[src/rtl/deframing_pkg.sv]
// Shared definitions for the deframing receive path: Rx FSM encoding and the
// saturating width-reduction helper reused by other narrowing stages.
package deframing_pkg;

   typedef enum logic {
      RX_IDLE  = 1'b0,
      RX_FRAME = 1'b1
   } rx_state_e;

   // Clamp a sign-extended value into the range of an ob-bit signed word.
   function automatic logic signed [31:0] sat_narrow(input logic signed [31:0] x, input int ob);
      logic signed [31:0] hi;
      logic signed [31:0] lo;
      hi = (32'sd1 <<< (ob - 1)) - 32'sd1;
      lo = -hi - 32'sd1;
      if (x > hi) return hi;
      if (x < lo) return lo;
      return x;
   endfunction

endpackage

[src/rtl/deframing_if.sv]
// Framed element stream in, paced sample stream and status pulses out.
// slave = deframing block side, master = producer/consumer side.
interface deframing_if #(
   parameter int I_BW = 16,
   parameter int O_BW = 9
);
   logic signed [I_BW-1:0] data_i;
   logic                   valid_i;
   logic                   last_i;
   logic signed [O_BW-1:0] data_o;
   logic                   valid_o;
   logic                   last_o;
   logic                   frame_err_o;
   logic                   overflow_o;

   modport slave (
      input  data_i, valid_i, last_i,
      output data_o, valid_o, last_o, frame_err_o, overflow_o
   );

   modport master (
      output data_i, valid_i, last_i,
      input  data_o, valid_o, last_o, frame_err_o, overflow_o
   );
endinterface

[src/rtl/deframing_fifo.sv]
// Synchronous show-ahead FIFO of arbitrary depth; rd_data_o shows the head
// entry whenever empty_o is low. Writes when full and reads when empty are ignored.
module fifo #(
   parameter int DATA_WIDTH = 17,
   parameter int FIFO_DEPTH = 260
) (
   input  logic                  clk_i,
   input  logic                  rst_n_i,
   input  logic                  wr_en_i,
   input  logic [DATA_WIDTH-1:0] wr_data_i,
   input  logic                  rd_en_i,
   output logic [DATA_WIDTH-1:0] rd_data_o,
   output logic                  full_o,
   output logic                  empty_o
);
   localparam int AW = (FIFO_DEPTH > 1) ? $clog2(FIFO_DEPTH) : 1;
   localparam int CW = $clog2(FIFO_DEPTH + 1);

   logic [DATA_WIDTH-1:0] mem_q [FIFO_DEPTH];
   logic [AW-1:0]         wr_ptr_q, wr_ptr_d;
   logic [AW-1:0]         rd_ptr_q, rd_ptr_d;
   logic [CW-1:0]         cnt_q, cnt_d;
   logic                  do_wr, do_rd;

   assign full_o    = (cnt_q == CW'(FIFO_DEPTH));
   assign empty_o   = (cnt_q == '0);
   assign do_wr     = wr_en_i & ~full_o;
   assign do_rd     = rd_en_i & ~empty_o;
   assign rd_data_o = mem_q[rd_ptr_q];

   always_comb begin
      wr_ptr_d = wr_ptr_q;
      rd_ptr_d = rd_ptr_q;
      cnt_d    = cnt_q;
      if (do_wr) wr_ptr_d = (wr_ptr_q == AW'(FIFO_DEPTH - 1)) ? '0 : wr_ptr_q + AW'(1);
      if (do_rd) rd_ptr_d = (rd_ptr_q == AW'(FIFO_DEPTH - 1)) ? '0 : rd_ptr_q + AW'(1);
      if (do_wr && !do_rd)      cnt_d = cnt_q + CW'(1);
      else if (!do_wr && do_rd) cnt_d = cnt_q - CW'(1);
   end

   always_ff @(posedge clk_i or negedge rst_n_i) begin
      if (!rst_n_i) begin
         wr_ptr_q <= '0;
         rd_ptr_q <= '0;
         cnt_q    <= '0;
      end else begin
         wr_ptr_q <= wr_ptr_d;
         rd_ptr_q <= rd_ptr_d;
         cnt_q    <= cnt_d;
      end
   end

   always_ff @(posedge clk_i) begin
      if (do_wr) mem_q[wr_ptr_q] <= wr_data_i;
   end
endmodule

[src/rtl/deframing.sv]
// deframing: captures hold-for-CADENCE_CYC framed elements, checks frame length,
// and replays them every OUT_PERIOD cycles. `DEFRAMING_SAT_EN selects saturating narrowing.
module deframing
   import deframing_pkg::*;
#(
   parameter int I_BW        = 16,
   parameter int O_BW        = 9,
   parameter int FRAME_LEN   = 256,
   parameter int CADENCE_CYC = 3,
   parameter int OUT_PERIOD  = 8,
   parameter int FIFO_DEPTH  = 260
) (
   input  logic      clk_i,
   input  logic      rst_n_i,
   input  logic      en_i,
   deframing_if.slave bus
);
   localparam int CW = (CADENCE_CYC > 1) ? $clog2(CADENCE_CYC) : 1;
   localparam int EW = (FRAME_LEN > 1) ? $clog2(FRAME_LEN) : 1;
   localparam int PW = (OUT_PERIOD > 1) ? $clog2(OUT_PERIOD) : 1;

   logic [CW-1:0]          cap_cnt_q, cap_cnt_d;
   logic [EW-1:0]          elem_idx_q, elem_idx_d;
   logic [PW-1:0]          per_cnt_q, per_cnt_d;
   rx_state_e              state_q, state_d;
   logic signed [O_BW-1:0] data_q, data_d;
   logic                   valid_q, valid_d;
   logic                   last_q, last_d;
   logic                   frame_err_q, frame_err_d;
   logic                   overflow_q, overflow_d;

   logic                   cap, len_bad, fall, tick, deq;
   logic                   fifo_full, fifo_empty, fifo_rst_n;
   logic [I_BW:0]          fifo_rd;
   logic signed [I_BW-1:0] rd_data;
   logic signed [O_BW-1:0] conv;
`ifdef DEFRAMING_SAT_EN
   logic signed [31:0]     sat_val;
`endif

   assign cap     = en_i & bus.valid_i & (cap_cnt_q == CW'(CADENCE_CYC - 1));
   assign len_bad = cap & (bus.last_i ? (elem_idx_q != EW'(FRAME_LEN - 1))
                                      : (elem_idx_q == EW'(FRAME_LEN - 1)));
   // A frame abandoned by valid_i dropping is an error; idle gaps between frames are not.
   assign fall    = en_i & (state_q == RX_FRAME) & ~bus.valid_i;
   assign tick    = en_i & (per_cnt_q == PW'(OUT_PERIOD - 1));
   assign deq     = tick & ~fifo_empty;
   assign fifo_rst_n = rst_n_i & en_i;
   assign rd_data = fifo_rd[I_BW-1:0];

   always_comb begin
`ifdef DEFRAMING_SAT_EN
      sat_val = sat_narrow(32'(rd_data), O_BW);
      conv    = O_BW'(sat_val);
`else
      conv    = O_BW'(rd_data);
`endif
   end

   // Rx FSM: state register
   always_ff @(posedge clk_i or negedge rst_n_i) begin
      if (!rst_n_i) state_q <= RX_IDLE;
      else          state_q <= state_d;
   end

   // Rx FSM: next state
   always_comb begin
      state_d = state_q;
      if (!en_i) begin
         state_d = RX_IDLE;
      end else begin
         case (state_q)
            RX_IDLE:  if (cap && !bus.last_i) state_d = RX_FRAME;
            RX_FRAME: if (!bus.valid_i || (cap && bus.last_i)) state_d = RX_IDLE;
            default:  state_d = RX_IDLE;
         endcase
      end
   end

   // Rx FSM: outputs (length tracking and error pulse)
   always_comb begin
      frame_err_d = len_bad | fall;
      elem_idx_d  = elem_idx_q;
      if (!en_i || fall)              elem_idx_d = '0;
      else if (cap && (bus.last_i || len_bad)) elem_idx_d = '0;
      else if (cap)                   elem_idx_d = elem_idx_q + EW'(1);
   end

   always_comb begin
      cap_cnt_d  = cap_cnt_q + CW'(1);
      if (!en_i || !bus.valid_i || cap) cap_cnt_d = '0;
      per_cnt_d  = per_cnt_q + PW'(1);
      if (!en_i || tick) per_cnt_d = '0;
      valid_d    = deq;
      last_d     = deq & fifo_rd[I_BW];
      data_d     = deq ? conv : data_q;
      if (!en_i) data_d = '0;
      overflow_d = cap & fifo_full;
   end

   always_ff @(posedge clk_i or negedge rst_n_i) begin
      if (!rst_n_i) begin
         cap_cnt_q   <= '0;
         elem_idx_q  <= '0;
         per_cnt_q   <= '0;
         data_q      <= '0;
         valid_q     <= 1'b0;
         last_q      <= 1'b0;
         frame_err_q <= 1'b0;
         overflow_q  <= 1'b0;
      end else begin
         cap_cnt_q   <= cap_cnt_d;
         elem_idx_q  <= elem_idx_d;
         per_cnt_q   <= per_cnt_d;
         data_q      <= data_d;
         valid_q     <= valid_d;
         last_q      <= last_d;
         frame_err_q <= frame_err_d;
         overflow_q  <= overflow_d;
      end
   end

   fifo #(
      .DATA_WIDTH (I_BW + 1),
      .FIFO_DEPTH (FIFO_DEPTH)
   ) u_fifo (
      .clk_i     (clk_i),
      .rst_n_i   (fifo_rst_n),
      .wr_en_i   (cap),
      .wr_data_i ({bus.last_i, bus.data_i}),
      .rd_en_i   (deq),
      .rd_data_o (fifo_rd),
      .full_o    (fifo_full),
      .empty_o   (fifo_empty)
   );

   assign bus.data_o      = data_q;
   assign bus.valid_o     = valid_q;
   assign bus.last_o      = last_q;
   assign bus.frame_err_o = frame_err_q;
   assign bus.overflow_o  = overflow_q;
endmodule

[src/flat_wrapper.sv]
// flat-port wrapper written by rule: the top's interface ports become plain ports
module deframing_flat import deframing_pkg::*;
#(
   parameter int I_BW        = 16,
   parameter int O_BW        = 9,
   parameter int FRAME_LEN   = 256,
   parameter int CADENCE_CYC = 3,
   parameter int OUT_PERIOD  = 8,
   parameter int FIFO_DEPTH  = 260
)
  (clk_i, rst_n_i, en_i, bus_data_i, bus_valid_i, bus_last_i, bus_data_o, bus_valid_o, bus_last_o, bus_frame_err_o, bus_overflow_o);
  deframing_if #(.I_BW(I_BW), .O_BW(O_BW)) bus_i ();
  input  logic clk_i;
  input  logic rst_n_i;
  input  logic en_i;
  input wire logic [$bits(bus_i.data_i)-1:0] bus_data_i;
  input wire logic [$bits(bus_i.valid_i)-1:0] bus_valid_i;
  input wire logic [$bits(bus_i.last_i)-1:0] bus_last_i;
  output wire logic [$bits(bus_i.data_o)-1:0] bus_data_o;
  output wire logic [$bits(bus_i.valid_o)-1:0] bus_valid_o;
  output wire logic [$bits(bus_i.last_o)-1:0] bus_last_o;
  output wire logic [$bits(bus_i.frame_err_o)-1:0] bus_frame_err_o;
  output wire logic [$bits(bus_i.overflow_o)-1:0] bus_overflow_o;
  assign bus_i.data_i = bus_data_i;
  assign bus_i.valid_i = bus_valid_i;
  assign bus_i.last_i = bus_last_i;
  assign bus_data_o = bus_i.data_o;
  assign bus_valid_o = bus_i.valid_o;
  assign bus_last_o = bus_i.last_o;
  assign bus_frame_err_o = bus_i.frame_err_o;
  assign bus_overflow_o = bus_i.overflow_o;
  deframing #(.I_BW(I_BW), .O_BW(O_BW), .FRAME_LEN(FRAME_LEN), .CADENCE_CYC(CADENCE_CYC), .OUT_PERIOD(OUT_PERIOD), .FIFO_DEPTH(FIFO_DEPTH)) u_core (.clk_i(clk_i), .rst_n_i(rst_n_i), .en_i(en_i), .bus(bus_i));
endmodule
[config.mk]
export PLATFORM = sky130hd
export DESIGN_NAME = deframing_flat
export DESIGN_NICKNAME = d
export VERILOG_FILES = /design/src/rtl/deframing_pkg.sv /design/src/rtl/deframing_if.sv /design/src/rtl/deframing_fifo.sv /design/src/rtl/deframing.sv /design/src/flat_wrapper.sv
export SDC_FILE = /design/constraint.sdc
export NUM_CORES = 2
export LEC_CHECK = 0
export BUFFER_PORTS_ARGS = -buffer_cell sky130_fd_sc_hd__buf_2
export CORE_ASPECT_RATIO = 1.1
export CORE_MARGIN = 10
export CORE_UTILIZATION = 50
export CTS_CLUSTER_DIAMETER = 200
export DETAILED_ROUTE_END_ITERATION = 12
export PLACE_DENSITY = 0.7
export SYNTH_ARGS = -nofsm -noshare
export SYNTH_HDL_FRONTEND = slang
export SYNTH_MEMORY_MAX_BITS = 65536
export SYNTH_SLANG_ARGS = --single-unit
[constraint.sdc]
create_clock -name clk_i -period 11.3 [get_ports clk_i]
set_input_delay 1.695 -clock clk_i [delete_from_list [all_inputs] [get_ports clk_i]]
set_output_delay 1.695 -clock clk_i [all_outputs]
set_load 0.01 [all_outputs]
==> metrics.csv <==
metric,value,unit
syn-mean-instance-area,21.5,um^2
criticalPathCategory,in -> reg,
async_flop_share,2.03,%
htreeDepth,4,
yosysWarnings,0,
clkTransAtPathRegs,0.06,ns
cap_violations,0,
synthesis.area,103000,um^2
core,205000,um^2
place.gp.congestion,0.853,
hold_buffers,0,
ant_nets,0,
leakagePower,0.0345,uW
yosysMostFrequentCell,edfxtp_1,
synth_flop_cell,edfxtp_1,
switching_share,21.1,%
grt_max_degree,118,
rows,174,
cp-end-kind,register,
hold_path.startpoint,u_core.per_cnt_q[0]$_DFF_PN0_,
antenna_found_initial,11,
finalCriticalPeriod,5.52,ns
power.density,175,nW/um^2
p_comb_share,5.8,%
synth.distinct_cells,72,
slew_viol_final,0,
finClkSkew,0.0476,ns
totalNegativeSetupSlack,0,ns
layout.nets,4934,
critical-path-slowest-cell,clkinv_1,
dpl.hpwl,154000,um
cp_top_family,buffers and inverters,
boundaryPins,34,
synth_nets,4844,
crit_buf_inv,3,
die_w,453,um
grt-ovfl-total,0,
p_seq_share,54.3,%
rr_endpoint,u_core.u_fifo.cnt_q[8]$_DFFE_PN0P_,
synth_seq_area_share,76.9,%
drt_iter0_drc,6981,
cts_tree,yes,
hold_violations,0,
cp.depth,14,
path_max_fanout,27,
dr_total_vias,50400,
die_y,497,um
p_clk_share,39.9,%
grt_pass1_wl,370000,um
cts-resized-gates,0,
setup_violations,0,
fin_crit_sh,48.9,%
drc,0,
reg2reg_slack,5.86,ns
wl,257000,um
fill_cells,14800,
cp.required,12.10,ns
post_cts_buffers,0,
synth_cells,4805,
cts_buffers,235,
syn2layout_area_growth,10.4,%
drive_gt1_share,23.0,%
clk_path_buf_depth,3,
synth_edf_count,2600,
insertion_delay,0.90,ns
arrival,6.33,ns
grt_usage,22.7,%
crit_path_start_kind,input pin,
rsz0062_at_grt,false,
vdd_drop_max,0.181,mV
hold_class,reg -> reg,
reg2reg_depth,14,
vias_per_cell,6.44,
avgRoutedWirePerCell,32.8,um
placedCellCount,7386,
tightest_slew,1.35,ns
internal-power,15800,uW
final_cells,7831,
p_switching,4220,uW
initial_core_util,50.4,%
dieArea,225000,um^2
timing.fmax,181,MHz
drt_pass1_iterations,6,
critPathMaxStageDelay,1.03,ns
setup.worst_path.end,u_core.u_fifo.cnt_q[8]$_DFFE_PN0P_,
status,finished clean,
ctsRootBufferMaster,clkbuf_16,
ys_top_cells_by_count,"2,600 x edfxtp_1, 646 x mux4_2, 318 x nor2_1",
synthTopCellsByArea,"edfxtp_1 76%, mux4_2 14%, mux2i_1 1.5%",
first_global_vias,50300,
cts.sinks,2654,
yosysTopAreaCell,edfxtp_1,
slew_headroom,9.61,%
synth_top_area_share,75.6,%
r2r_start,u_core.u_fifo.cnt_q[5]$_DFFE_PN0P_,
portBuffers,26,
startpoint,en_i,
crit_chain,buf_2 > nand3_1 > nand2b_1 > clkinv_1 > ha_1 > inv_1 > ha_1 > a21o_1 > a21oi_1 > o21bai_1 > a2111o_1 > and3_1 > o21bai_1 > xnor2_1,
ys_ff_latch,2654,
[cells by family after synthesis]
| kind of cell | share of synthesized area (%) |
|---|---|
| compound gates | 2.27 |
| xor+xnor | 0.170 |
| fa+ha+maj | 0.225 |
| buf+inv | 1.58 |
| flops | 76.9 |
| mux | 16.0 |
| simple gates | 2.86 |
[sequential cells by signal, summed over array words and instances, names as in the netlist]
| signal | count |
|---|---|
| u_core.u_fifo.mem_q | 2600 |
| u_core.bus.data_o | 9 |
| u_core.u_fifo.cnt_q | 9 |
| u_core.u_fifo.rd_ptr_q | 9 |
| u_core.u_fifo.wr_ptr_q | 9 |
| u_core.elem_idx_q | 8 |
| u_core.per_cnt_q | 3 |
| u_core.cap_cnt_q | 2 |
| u_core.bus.frame_err_o | 1 |
| u_core.bus.last_o | 1 |
| u_core.bus.overflow_o | 1 |
| u_core.bus.valid_o | 1 |
| u_core.state_q | 1 |
[power groups by stage]
stage                     clock network, uW  logic [uW]  registers [uW]
after floorplan                           0         814           11000
after global placement                    0        1160           11100
after detailed placement                  0        1170           11100
after CTS                              8040        1180           10900
after global routing                   8420        1240           10800
final                                  7970        1160           10900
[worst min path at each step]
stage / end / slack (ns) / cells after the start
6_report: u_core.per_cnt_q[0]$_DFF_PN0_ / 0.44 / 1
5_1_grt: u_core.per_cnt_q[0]$_DFF_PN0_ / 0.46 / 1
4_1_cts: u_core.per_cnt_q[0]$_DFF_PN0_ / 0.44 / 1
3_5_place_dp: u_core.per_cnt_q[0]$_DFF_PN0_ / 0.43 / 1
2_1_floorplan: u_core.cap_cnt_q[0]$_DFF_PN0_ / 0.41 / 1
3_3_place_gp: u_core.per_cnt_q[0]$_DFF_PN0_ / 0.42 / 1
[worst reg2reg max path: cells and delay by family, from the launching register on]
family,cells,cell delay [ns]
and+or+nand+nor,4,1.41
buffers and inverters,2,1.29
AOI/OAI and AO/OA,5,1.15
adders and majority gates,2,0.98
DFF,1,0.41
xor gates and xnor gates,1,0.14
[cell type report]
type                    instances  area (um^2)  share of cell area (%)
diodes                          6         15.0                  0.0132
multi-input cells            1858        22300                    19.6
flip-flops and latches       2654        79400                    69.7
clock buffers                 289         6180                    5.42
inverters                      15         63.8                  0.0560
well taps                    2728         3410                    3.00
clock inverters               150         1460                    1.28
repair buffers                131         1060                   0.927
[placed cells by master, fill, tap and decap left out, types with 7 or more instances in the layout]
cell,instances
o211ai_1,10
nand2b_1,13
a21oi_1,50
a221oi_1,10
mux2i_1,154
o21ai_0,38
nor3_1,25
nor4_1,10
and3_1,12
edfxtp_1,2600
buf_4,101
clkbuf_1,47
nor3b_1,7
ha_1,17
clkbuf_8,15
clkinv_1,56
a31oi_1,11
a211oi_1,21
bufinv_16,25
and2_1,12
a22o_1,7
nor2b_1,15
clkinv_2,50
clkbuf_16,237
mux2_2,18
mux4_1,7
dfrtp_1,48
mux4_2,646
buf_2,16
clkinvlp_4,7
nor2_1,316
nand4_1,16
nand2_1,110
inv_1,13
a2111oi_0,10
nand3_2,15
xnor2_1,17
o22ai_1,61
a22oi_1,70
nand3_1,64
[per-stage QoR]
| stage | worst slack, ns | instance area [um^2] | hold slack [ns] | utilization [%] | power (uW) |
|---|---|---|---|---|---|
| 2_1_floorplan | 6.23 | 103000 | 0.411 | - | 11900 |
| 3_3_place_gp | 4.96 | 106000 | 0.424 | 51.9 | 12200 |
| 3_5_place_dp | 4.90 | 106000 | 0.431 | 51.9 | 12200 |
| 4_1_cts | 5.83 | 114000 | 0.439 | 55.6 | 20100 |
| 5_1_grt | 5.57 | 114000 | 0.460 | 55.6 | 20500 |
| 6_report | 5.78 | 114000 | 0.443 | 55.6 | 20000 |
[layer usage]
metal	routed length (um)	global-route usage, %	vias to the layer above	share of wire [%]
li1	-	-	20300	-
met3	25000	4.97	492	9.7
met1	96600	31.1	26900	38
met4	11400	9.45	14	4.4
met2	124000	35.7	2775	48
met5	109	0	-	0.042
No activity file was read; power rests on OpenSTA's default activity.
